===== src/rtl/scr_pkg.sv =====
// ---------------------------------------------------------------------------
// scr_pkg
// Shared definitions for the MCU scratch-RAM read and write path blocks.
//   SCR_DATA_W / SCR_ADDR_W : scratch-RAM word and address widths
//   scr_op_t                : read-request address source
//   rd_state_t              : read controller FSM state encoding
// ---------------------------------------------------------------------------
package scr_pkg;

   localparam int SCR_DATA_W = 10;
   localparam int SCR_ADDR_W = 8;

   typedef enum logic [1:0] {
      RD_IMM = 2'd0,   // address from immediate
      RD_REG = 2'd1,   // address from register value
      POP    = 2'd2,   // address = SP, then SP+1
      PEEK   = 2'd3    // address = SP, SP unchanged
   } scr_op_t;

   typedef enum logic [1:0] {
      IDLE = 2'd0,
      RD   = 2'd1,
      DLV  = 2'd2
   } rd_state_t;

endpackage : scr_pkg


===== src/rtl/scr_sp_reg.sv =====
// ---------------------------------------------------------------------------
// scr_sp_reg
// Stack pointer register for the scratch RAM.
//   CLK, RST   : clock, synchronous active-high reset (SP -> 0)
//   i_ld/i_din : load SP (highest priority)
//   i_inc      : POP post-increment
//   i_dec      : PUSH decrement from the write path
//   o_sp       : current SP
// Increment and decrement together cancel. Arithmetic wraps modulo 2^ADDR_W.
// ---------------------------------------------------------------------------
module scr_sp_reg
   import scr_pkg::*;
#(
   parameter int ADDR_W = SCR_ADDR_W
) (
   input  logic              CLK,
   input  logic              RST,
   input  logic              i_ld,
   input  logic [ADDR_W-1:0] i_din,
   input  logic              i_inc,
   input  logic              i_dec,
   output logic [ADDR_W-1:0] o_sp
);

   logic [ADDR_W-1:0] r_sp;

   always_ff @(posedge CLK) begin
      if (RST) begin
         r_sp <= '0;
      end else if (i_ld) begin
         r_sp <= i_din;
      end else if (i_inc && !i_dec) begin
         r_sp <= r_sp + 1'b1;
      end else if (i_dec && !i_inc) begin
         r_sp <= r_sp - 1'b1;
      end
   end

   assign o_sp = r_sp;

endmodule : scr_sp_reg


===== src/rtl/scr_read_ctrl.sv =====
// ---------------------------------------------------------------------------
// scr_read_ctrl
// Read-side controller for the MCU scratch RAM. Accepts a read request,
// forms the address (immediate, register or SP), issues a one-cycle
// synchronous read and delivers the returned word to one of four
// destinations with a one-hot valid pulse. Owns the stack pointer.
//
// Ports:
//   CLK, RST            : clock, synchronous active-high reset
//   REQ, REQ_OP, REQ_DEST : request, address source, destination index
//   IMM_ADDR, REG_ADDR  : candidate read addresses
//   SP_LD, SP_DIN       : SP load
//   SP_DECR             : PUSH decrement strobe from the write path
//   SCR_ADDR, SCR_RE    : registered RAM read address / enable
//   SCR_DATA            : RAM read data, valid the cycle after SCR_RE
//   DOUT, DOUT_VLD      : delivered word and one-hot destination pulse
//   BUSY                : high in RD and DLV (requests ignored)
//   SP_OUT              : current stack pointer
//   DBG_STATE           : FSM state for observation
//
// Handshake: REQ is a request accepted only on an edge where the FSM is in
// IDLE; BUSY low means the next edge will sample REQ. DOUT_VLD is a
// single-cycle, unconditionally accepted pulse (no ready from consumers).
// ---------------------------------------------------------------------------
module scr_read_ctrl
   import scr_pkg::*;
#(
   parameter int DATA_W = SCR_DATA_W,
   parameter int ADDR_W = SCR_ADDR_W
) (
   input  logic              CLK,
   input  logic              RST,
   input  logic              REQ,
   input  logic [1:0]        REQ_OP,
   input  logic [1:0]        REQ_DEST,
   input  logic [ADDR_W-1:0] IMM_ADDR,
   input  logic [ADDR_W-1:0] REG_ADDR,
   input  logic              SP_LD,
   input  logic [ADDR_W-1:0] SP_DIN,
   input  logic              SP_DECR,
   output logic [ADDR_W-1:0] SCR_ADDR,
   output logic              SCR_RE,
   input  logic [DATA_W-1:0] SCR_DATA,
   output logic [DATA_W-1:0] DOUT,
   output logic [3:0]        DOUT_VLD,
   output logic              BUSY,
   output logic [ADDR_W-1:0] SP_OUT,
   output logic [1:0]        DBG_STATE
);

   rd_state_t         r_state;
   scr_op_t           r_op;
   logic [1:0]        r_dest;
   logic [ADDR_W-1:0] r_scr_addr;
   logic              r_scr_re;
   logic [DATA_W-1:0] r_dout;
   logic [3:0]        r_dout_vld;
   logic              r_busy;

   logic [ADDR_W-1:0] w_sp;
   logic [ADDR_W-1:0] w_sel_addr;
   logic              w_sp_inc;

   // POP and PEEK both read at the SP value seen in IDLE.
   always_comb begin
      w_sel_addr = IMM_ADDR;
      case (scr_op_t'(REQ_OP))
         RD_IMM:  w_sel_addr = IMM_ADDR;
         RD_REG:  w_sel_addr = REG_ADDR;
         POP:     w_sel_addr = w_sp;
         PEEK:    w_sel_addr = w_sp;
         default: w_sel_addr = IMM_ADDR;
      endcase
   end

   // POP's post-increment lands on the edge that leaves RD.
   assign w_sp_inc = (r_state == RD) && (r_op == POP);

   scr_sp_reg #(.ADDR_W(ADDR_W)) u_sp (
      .CLK   (CLK),
      .RST   (RST),
      .i_ld  (SP_LD),
      .i_din (SP_DIN),
      .i_inc (w_sp_inc),
      .i_dec (SP_DECR),
      .o_sp  (w_sp)
   );

   always_ff @(posedge CLK) begin
      if (RST) begin
         r_state    <= IDLE;
         r_op       <= RD_IMM;
         r_dest     <= 2'd0;
         r_scr_addr <= '0;
         r_scr_re   <= 1'b0;
         r_dout     <= '0;
         r_dout_vld <= 4'b0000;
         r_busy     <= 1'b0;
      end else begin
         // Valid is a single-cycle pulse unless DLV sets it below.
         r_dout_vld <= 4'b0000;
         case (r_state)
            IDLE: begin
               if (REQ) begin
                  r_op       <= scr_op_t'(REQ_OP);
                  r_dest     <= REQ_DEST;
                  r_scr_addr <= w_sel_addr;
                  r_scr_re   <= 1'b1;
                  r_busy     <= 1'b1;
                  r_state    <= RD;
               end
            end
            RD: begin
               r_scr_re <= 1'b0;
               r_state  <= DLV;
            end
            DLV: begin
               r_dout     <= SCR_DATA;
               r_dout_vld <= 4'b0001 << r_dest;
               r_busy     <= 1'b0;
               r_state    <= IDLE;
            end
            default: begin
               r_scr_re <= 1'b0;
               r_busy   <= 1'b0;
               r_state  <= IDLE;
            end
         endcase
      end
   end

   assign SCR_ADDR  = r_scr_addr;
   assign SCR_RE    = r_scr_re;
   assign DOUT      = r_dout;
   assign DOUT_VLD  = r_dout_vld;
   assign BUSY      = r_busy;
   assign SP_OUT    = w_sp;
   assign DBG_STATE = r_state;

endmodule : scr_read_ctrl


===== config.mk =====
export PLATFORM = sky130hd
export DESIGN_NAME = scr_read_ctrl
export DESIGN_NICKNAME = d
export VERILOG_FILES = /design/src/rtl/scr_pkg.sv /design/src/rtl/scr_sp_reg.sv /design/src/rtl/scr_read_ctrl.sv
export SDC_FILE = /design/constraint.sdc
export NUM_CORES = 1
export LEC_CHECK = 0
export CAP_MARGIN = 20
export CORE_ASPECT_RATIO = 0.6
export CORE_MARGIN = 8
export CORE_UTILIZATION = 46
export CTS_CLUSTER_DIAMETER = 40
export CTS_CLUSTER_SIZE = 28
export DETAILED_ROUTE_END_ITERATION = 8
export HOLD_SLACK_MARGIN = 0.08
export PLACE_DENSITY = 0.85
export SYNTH_ARGS = -nofsm -noshare
export SYNTH_HDL_FRONTEND = slang
export SYNTH_SLANG_ARGS = --single-unit

===== constraint.sdc =====
create_clock -name CLK -period 5.4 [get_ports CLK]
set_input_delay 0.81 -clock CLK [delete_from_list [all_inputs] [get_ports CLK]]
set_output_delay 0.81 -clock CLK [all_outputs]
set_load 0.02 [all_outputs]

==> results of run 1 <==
## through the flow
stage	hold WS [ns]	instance area [sq um]	power (mW)	utilization, %
6_report	0.455	2730	0.692	68.6
5_1_grt	0.472	2730	0.729	68.6
4_1_cts	0.456	2730	0.696	68.6
3_5_place_dp	0.446	2640	0.492	66.2
3_3_place_gp	0.441	2640	0.489	66.2
2_1_floorplan	0.432	1850	0.411	-
## power by group
part,switching [mW],internal (mW),total [mW]
sequential,0.0157,0.296,0.312
clock,0.103,0.103,0.206
combinational,0.0855,0.0893,0.175
total,0.204,0.488,0.692
## flip-flops by register name, summed over array words and instances (netlist names)
| name | count |
|---|---|
| u_sp.o_sp | 8 |
| BUSY | 1 |
| r_dest | 2 |
| r_op | 2 |
| DOUT_VLD | 4 |
| DOUT | 10 |
| SCR_ADDR | 8 |
| SCR_RE | 1 |
| DBG_STATE | 2 |
## worst reg2reg max path: cells and delay by family (launching register included)
kind	cells	cell delay, ns
simple gates	2	0.67
compound gates	4	0.63
fa+ha+maj	1	0.50
flops	1	0.38
xor+xnor	1	0.16
## Yosys cell counts (all sizes together) (3+ instances only)
cell,number
ha,7
xnor2,6
nor2,7
mux2i,11
nor4b,4
inv,7
dfxtp,38
nand2,59
nor3,3
clkbuf,11
o21ai,12
a21oi,34
## area by class of cell
class	count	area share [%]
Clock buffer	6	3.02
Clock inverter	2	0.458
Inverter	7	0.961
Multi-Input combinational cell	167	37.1
Sequential cell	38	27.8
Tap cell	50	2.29
Timing Repair Buffer	78	28.4
## layer usage
metal / vias up / wire, um / track usage, %
li1: 912 / - / -
met1: 805 / 2720 / 23.5
met2: 48 / 2430 / 26.5
met3: 6 / 301 / 5.37
met4: 0 / 48 / 5.39
met5: - / 0 / 0
## cells by family after synthesis
kind of cell / count (synthesis) / share of synthesized area (%)
DFF: 38 / 41.1
and+or+nand+nor: 85 / 21.0
adders and majority gates: 8 / 5.81
muxes: 12 / 6.56
xor gates and xnor gates: 8 / 5.21
buffers and inverters: 20 / 4.12
AOI/OAI and AO/OA: 54 / 16.2
## path summary, 6_finish.rpt
kind                                     to  slack (ns)
hold / removal     SCR_ADDR[3]$_SDFFE_PP0P_        0.45
setup reg to reg  u_sp.o_sp[6]$_SDFFE_PP0P_        2.95
setup / recovery  u_sp.o_sp[6]$_SDFFE_PP0P_        2.50
hold reg to reg    SCR_ADDR[3]$_SDFFE_PP0P_        0.45
==> metrics, run 1 <==
status finished clean; fill count 355; clock buffer depth 2; fmax 345 MHz; Total Routing Usage GR 17.5%; Slowest-stage cell, CP clkdlybuf4s50_1; post-synthesis sequential area ratio 41.1%; # DRC 0; Synth area leader dfxtp_1; Synth Flop Type dfxtp_1; Slew headroom 50.3%; maxcap violations 0; WS Path Type in -> reg; H-tree depth 2; Vias 1771; critical path cell sequence clkdlybuf4s50_1 -> nand2b_1 -> fa_1 -> a21oi_1 -> o211ai_1 -> a21oi_1 -> xor2_1 -> o21ai_1; GRT Residual Overflow 0; Crit. End Element flip-flop; count of cell types in the netlist 35; Post-Place Worst Slack 2.22 ns; commonest non-fill, non-tap cell in the layout clkdlybuf4s50_1; Final Hold Viols 0; Area contributors post-synth dfxtp_1 41%, nand2_1 12%, a21oi_1 9.2%, mux2i_1 5.9%, ha_1 4.7%; Tmin final 2.90 ns; top-area cell type share of the netlist area 41.1%; global-route wire length before repair 8.99 mm; Die Span Y 65.1 um; IR drop worst, VDD 178 uV; vias per inst 5.09; endpoints failing setup 0; most frequent cells in the layout 76 x clkdlybuf4s50_1, 59 x nand2_1, 38 x dfxtp_1, 34 x a21oi_1, 11 x mux2i_1; Routed WL 5.50 mm; number of port buffers 76; DRT iter0 DRCs 112; # diodes 0; dpl hpwl 4.21 mm; largest net degree at the start of global routing 40; CP Buf/Inv Count 1; Hold-fix buffers, CTS 0; Post-synth EDFFs 0; post-route clock period utilization 53.7%; total die area 6370 sq um; wire per inst 15.8 um; launching point of the worst reg2reg path DBG_STATE[1]$_SDFFE_PP0N_; HP Start SCR_ADDR[3]$_SDFFE_PP0P_; delay-heaviest family, CP compound AO/OA/AOI/OAI gates; required time worst endpoint 5.58 ns; Post-Layout Cell Count 348; vias in the first global route 1724; unrepaired setup endpoints after global routing no; ANT nets after route 0; Mapped Area 1850 sq um; hold depth 2; Num Clock Sinks 38; R2R cell count 8; startpoint types input port; initial core utilization 46.4%; gpl congestion 0.869; Final WS setup 2.50 ns; Die W 97.9 um; Core ar. 3990 sq um; Critical Path AT 3.08 ns; worst skew pair latency 0.29 ns; Avg Cell Area, Syn 8.22 sq um; Yosys warnings 0; share of cells above drive strength 1 4.70%; multi-input logic area 1010 sq um; nets 348; CTS root buf clkbuf_8; CP peak stage delay 0.56 ns; first-pass detailed-route iteration total 4; Worst-Margin Slew 0.744 ns; leakage 1.03 nW; Crit Path Max Fanout 9; ys async rst share 0%; Inst Count DP 340; # resized after CTS 0; most used cell, CP a21oi_1; Mapped Cells 225; CTS buffer count 5; Sum Neg Setup Slack 0 ns; Seq. cell area 761 sq um; Layout Skew 0.00607 ns; critical path startpoint SP_DECR; Layout area overhead 47.7%; Post-CTS Setup Bufs 0; CTS clk-pin slew, worst paths 0.08 ns; initial antenna violation count 0; flops & latches, synth 38; # rows 18; PwrDens 253 nW/um^2; clock tree from TritonCTS done; class of the worst hold path reg -> reg; WP depth 8; I/O Pins 77; max-slew violation count 0; post-synth net total 276
Power figures use the tool's default switching activity.
==> inputs of run 2 (changes only) <==
--- a/config.mk
+++ b/config.mk
@@ -8,12 +8,12 @@
 export CAP_MARGIN = 20
 export CORE_ASPECT_RATIO = 0.6
 export CORE_MARGIN = 8
-export CORE_UTILIZATION = 46
+export CORE_UTILIZATION = 42
 export CTS_CLUSTER_DIAMETER = 40
 export CTS_CLUSTER_SIZE = 28
 export DETAILED_ROUTE_END_ITERATION = 8
 export HOLD_SLACK_MARGIN = 0.08
-export PLACE_DENSITY = 0.85
+export PLACE_DENSITY = 0.79
 export SYNTH_ARGS = -nofsm -noshare
 export SYNTH_HDL_FRONTEND = slang
 export SYNTH_SLANG_ARGS = --single-unit
==> constraint.sdc (replaced) <==
create_clock -name CLK -period 2.8 [get_ports CLK]
set_input_delay 0.42 -clock CLK [delete_from_list [all_inputs] [get_ports CLK]]
set_output_delay 0.42 -clock CLK [all_outputs]
set_load 0.02 [all_outputs]
==> run 2 against run 1 <==
Compared with the run above: global-route usage is 1.0 points lower; sequential power is 93% higher; final area increased by 1.0%; power increased by 93%; clock power up 90%.
==> metrics, run 2 (synthesis gave the netlist of run 1 again) <==
WP depth 8 (unchanged); largest net degree at the start of global routing 40 (unchanged); first-pass detailed-route iteration total 5 (+1); CP peak stage delay 0.50 ns (-0.06 ns); Die W 102 um (+3.9%); critical path cell sequence and4bb_4 -> nand2b_1 -> fa_1 -> a21oi_1 -> o211ai_1 -> a21oi_1 -> xor2_1 -> o21ai_1; clock tree from TritonCTS done; CTS clk-pin slew, worst paths 0.08 ns (about the same); wire per inst 15.5 um (-1.8%); commonest non-fill, non-tap cell in the layout clkdlybuf4s50_1; maxcap violations 0 (unchanged); H-tree depth 2 (unchanged); # diodes 0 (unchanged); # DRC 0 (unchanged); Worst R2R Setup Slack 0.29 ns (-2.66 ns); fmax 398 MHz; end point of the critical path u_sp.o_sp[6]$_SDFFE_PP0P_; number of port buffers 76 (unchanged); number of flip-flops under the largest register name 10 (unchanged); CP Buf/Inv Count 0 (-1); Final Hold Viols 0 (unchanged); CTS buffer count 5 (unchanged); Routed WL 5.58 mm (+1.6%); Vias 1802 (+1.8%); Post-Place Worst Slack 0.177 ns (-2.04 ns); Post-CTS Setup Bufs 0 (unchanged); dpl hpwl 4.36 mm (+3.6%); Layout area overhead 49.2%; startpoint types flip-flop; Slew headroom 50.4% (+0.14 points); terminus of the critical flop-to-flop path u_sp.o_sp[6]$_SDFFE_PP0P_; max-slew violation count 0 (unchanged); Sum Neg Setup Slack 0 ns (unchanged); CTS root buf clkbuf_8; Crit Path Max Fanout 9 (unchanged); critical path startpoint DBG_STATE[1]$_SDFFE_PP0N_; vias in the first global route 1826 (+5.9%); global-route wire length before repair 8.91 mm (-0.92%); unrepaired setup endpoints after global routing no; most used cell, CP a21oi_1; clock buffer depth 2 (unchanged); share of cells above drive strength 1 5.33% (+0.64 points); post-route clock period utilization 89.7%; gpl congestion 0.984 (+13%); fill count 359 (+1.1%); WS Path Type reg -> reg; DRT iter0 DRCs 101 (-9.8%); Critical Path AT 2.68 ns (-0.40 ns); class of the worst hold path reg -> reg; most frequent cells in the layout 76 x clkdlybuf4s50_1, 59 x nand2_1, 38 x dfxtp_1, 34 x a21oi_1, 11 x mux2i_1; Die Span Y 67.4 um (+3.5%); delay-heaviest family, CP simple AND/OR/NAND/NOR gates; Worst-Margin Slew 0.742 ns (-0.00215 ns); # resized after CTS 0 (unchanged); leakage 1.03 nW (+0.94%); Layout Skew 0.00405 ns (-0.00202 ns); nets 350 (+0.57%); Tmin final 2.51 ns; Crit. End Element flip-flop; required time worst endpoint 2.97 ns (-2.61 ns); vias per inst 5.01 (-1.6%); Slowest-stage cell, CP fa_1; Core ar. 4170 sq um (+4.5%); worst skew pair latency 0.29 ns (about the same); I/O Pins 77 (unchanged); Hold-fix buffers, CTS 0 (unchanged); launching point of the worst reg2reg path DBG_STATE[1]$_SDFFE_PP0N_; # rows 18 (unchanged); PwrDens 484 nW/um^2 (+91%); ANT nets after route 0 (unchanged); initial core utilization 44.4% (-2.0 points); R2R cell count 8 (unchanged); Num Clock Sinks 38 (unchanged); Final WS setup 0.289 ns (-2.21 ns); IR drop worst, VDD 257 uV (+44%); status finished clean; GRT Residual Overflow 0 (unchanged); total die area 6860 sq um (+7.5%); initial antenna violation count 0 (unchanged); Total Routing Usage GR 16.5% (-1.0 points); endpoints failing setup 0 (unchanged)
run 2: cell count changes in the layout (fill, tap and decap cells not counted), sizes merged:
cell,before,now
buf,2,4
run 2: worst min path at each step:
stage,from,to,slack [ns],depth (start not counted)
final,DOUT[6]$_SDFFE_PP0N_,DOUT[6]$_SDFFE_PP0N_,0.45,2
after global routing,DOUT[1]$_SDFFE_PP0N_,DOUT[1]$_SDFFE_PP0N_,0.47,2
after CTS,DOUT[1]$_SDFFE_PP0N_,DOUT[1]$_SDFFE_PP0N_,0.46,2
after detailed placement,DOUT[6]$_SDFFE_PP0N_,DOUT[6]$_SDFFE_PP0N_,0.45,2
after global placement,DOUT[8]$_SDFFE_PP0N_,DOUT[8]$_SDFFE_PP0N_,0.44,2
after floorplan,r_op[0]$_SDFFE_PP0P_,r_op[0]$_SDFFE_PP0P_,0.43,2
run 2: per-layer routing:
layer	routed length (um)	share of wire, %	vias up	GRT usage [%]
li1	-	-	912	-
met1	2670	48	817	20.8
met2	2390	43	67	25.2
met3	456	8.2	6	6.05
met4	64	1.1	0	6.81
met5	0	0	-	0
run 2: through the flow:
step                utilization [%]  area (sq um)  std cells  power, mW  hold WS, ns
finish                         66.3          2760        360       1.34        0.453
global route                   66.3          2760        360       1.40        0.473
CTS                            66.3          2760        360       1.34        0.456
detailed placement             64.0          2670        352      0.955        0.446
global placement               64.0          2670        352      0.947        0.441
floorplan                         -          1850        225      0.793        0.432
run 2: power breakdown:
part / switching, mW / internal (mW)
clock network: 0.193 / 0.198
registers: 0.0299 / 0.571
logic: 0.169 / 0.174
total: 0.393 / 0.943
run 2: final cells by class:
class,count,area [sq um],area share [%]
Timing Repair Buffer,80,791,28.6
Inverter,7,26.3,0.952
Sequential cell,38,761,27.5
Clock inverter,2,12.5,0.453
Tap cell,60,75.1,2.72
Multi-Input combinational cell,167,1010,36.7
Clock buffer,6,82.6,2.99
run 2: worst reg2reg max path, stage by stage, from the launching register on:
cell      delay (ns)
dfxtp_1         0.38
and4bb_4        0.40
nand2b_1        0.28
fa_1            0.50
a21oi_1         0.27
o211ai_1        0.13
a21oi_1         0.19
xor2_1          0.17
o21ai_1         0.08
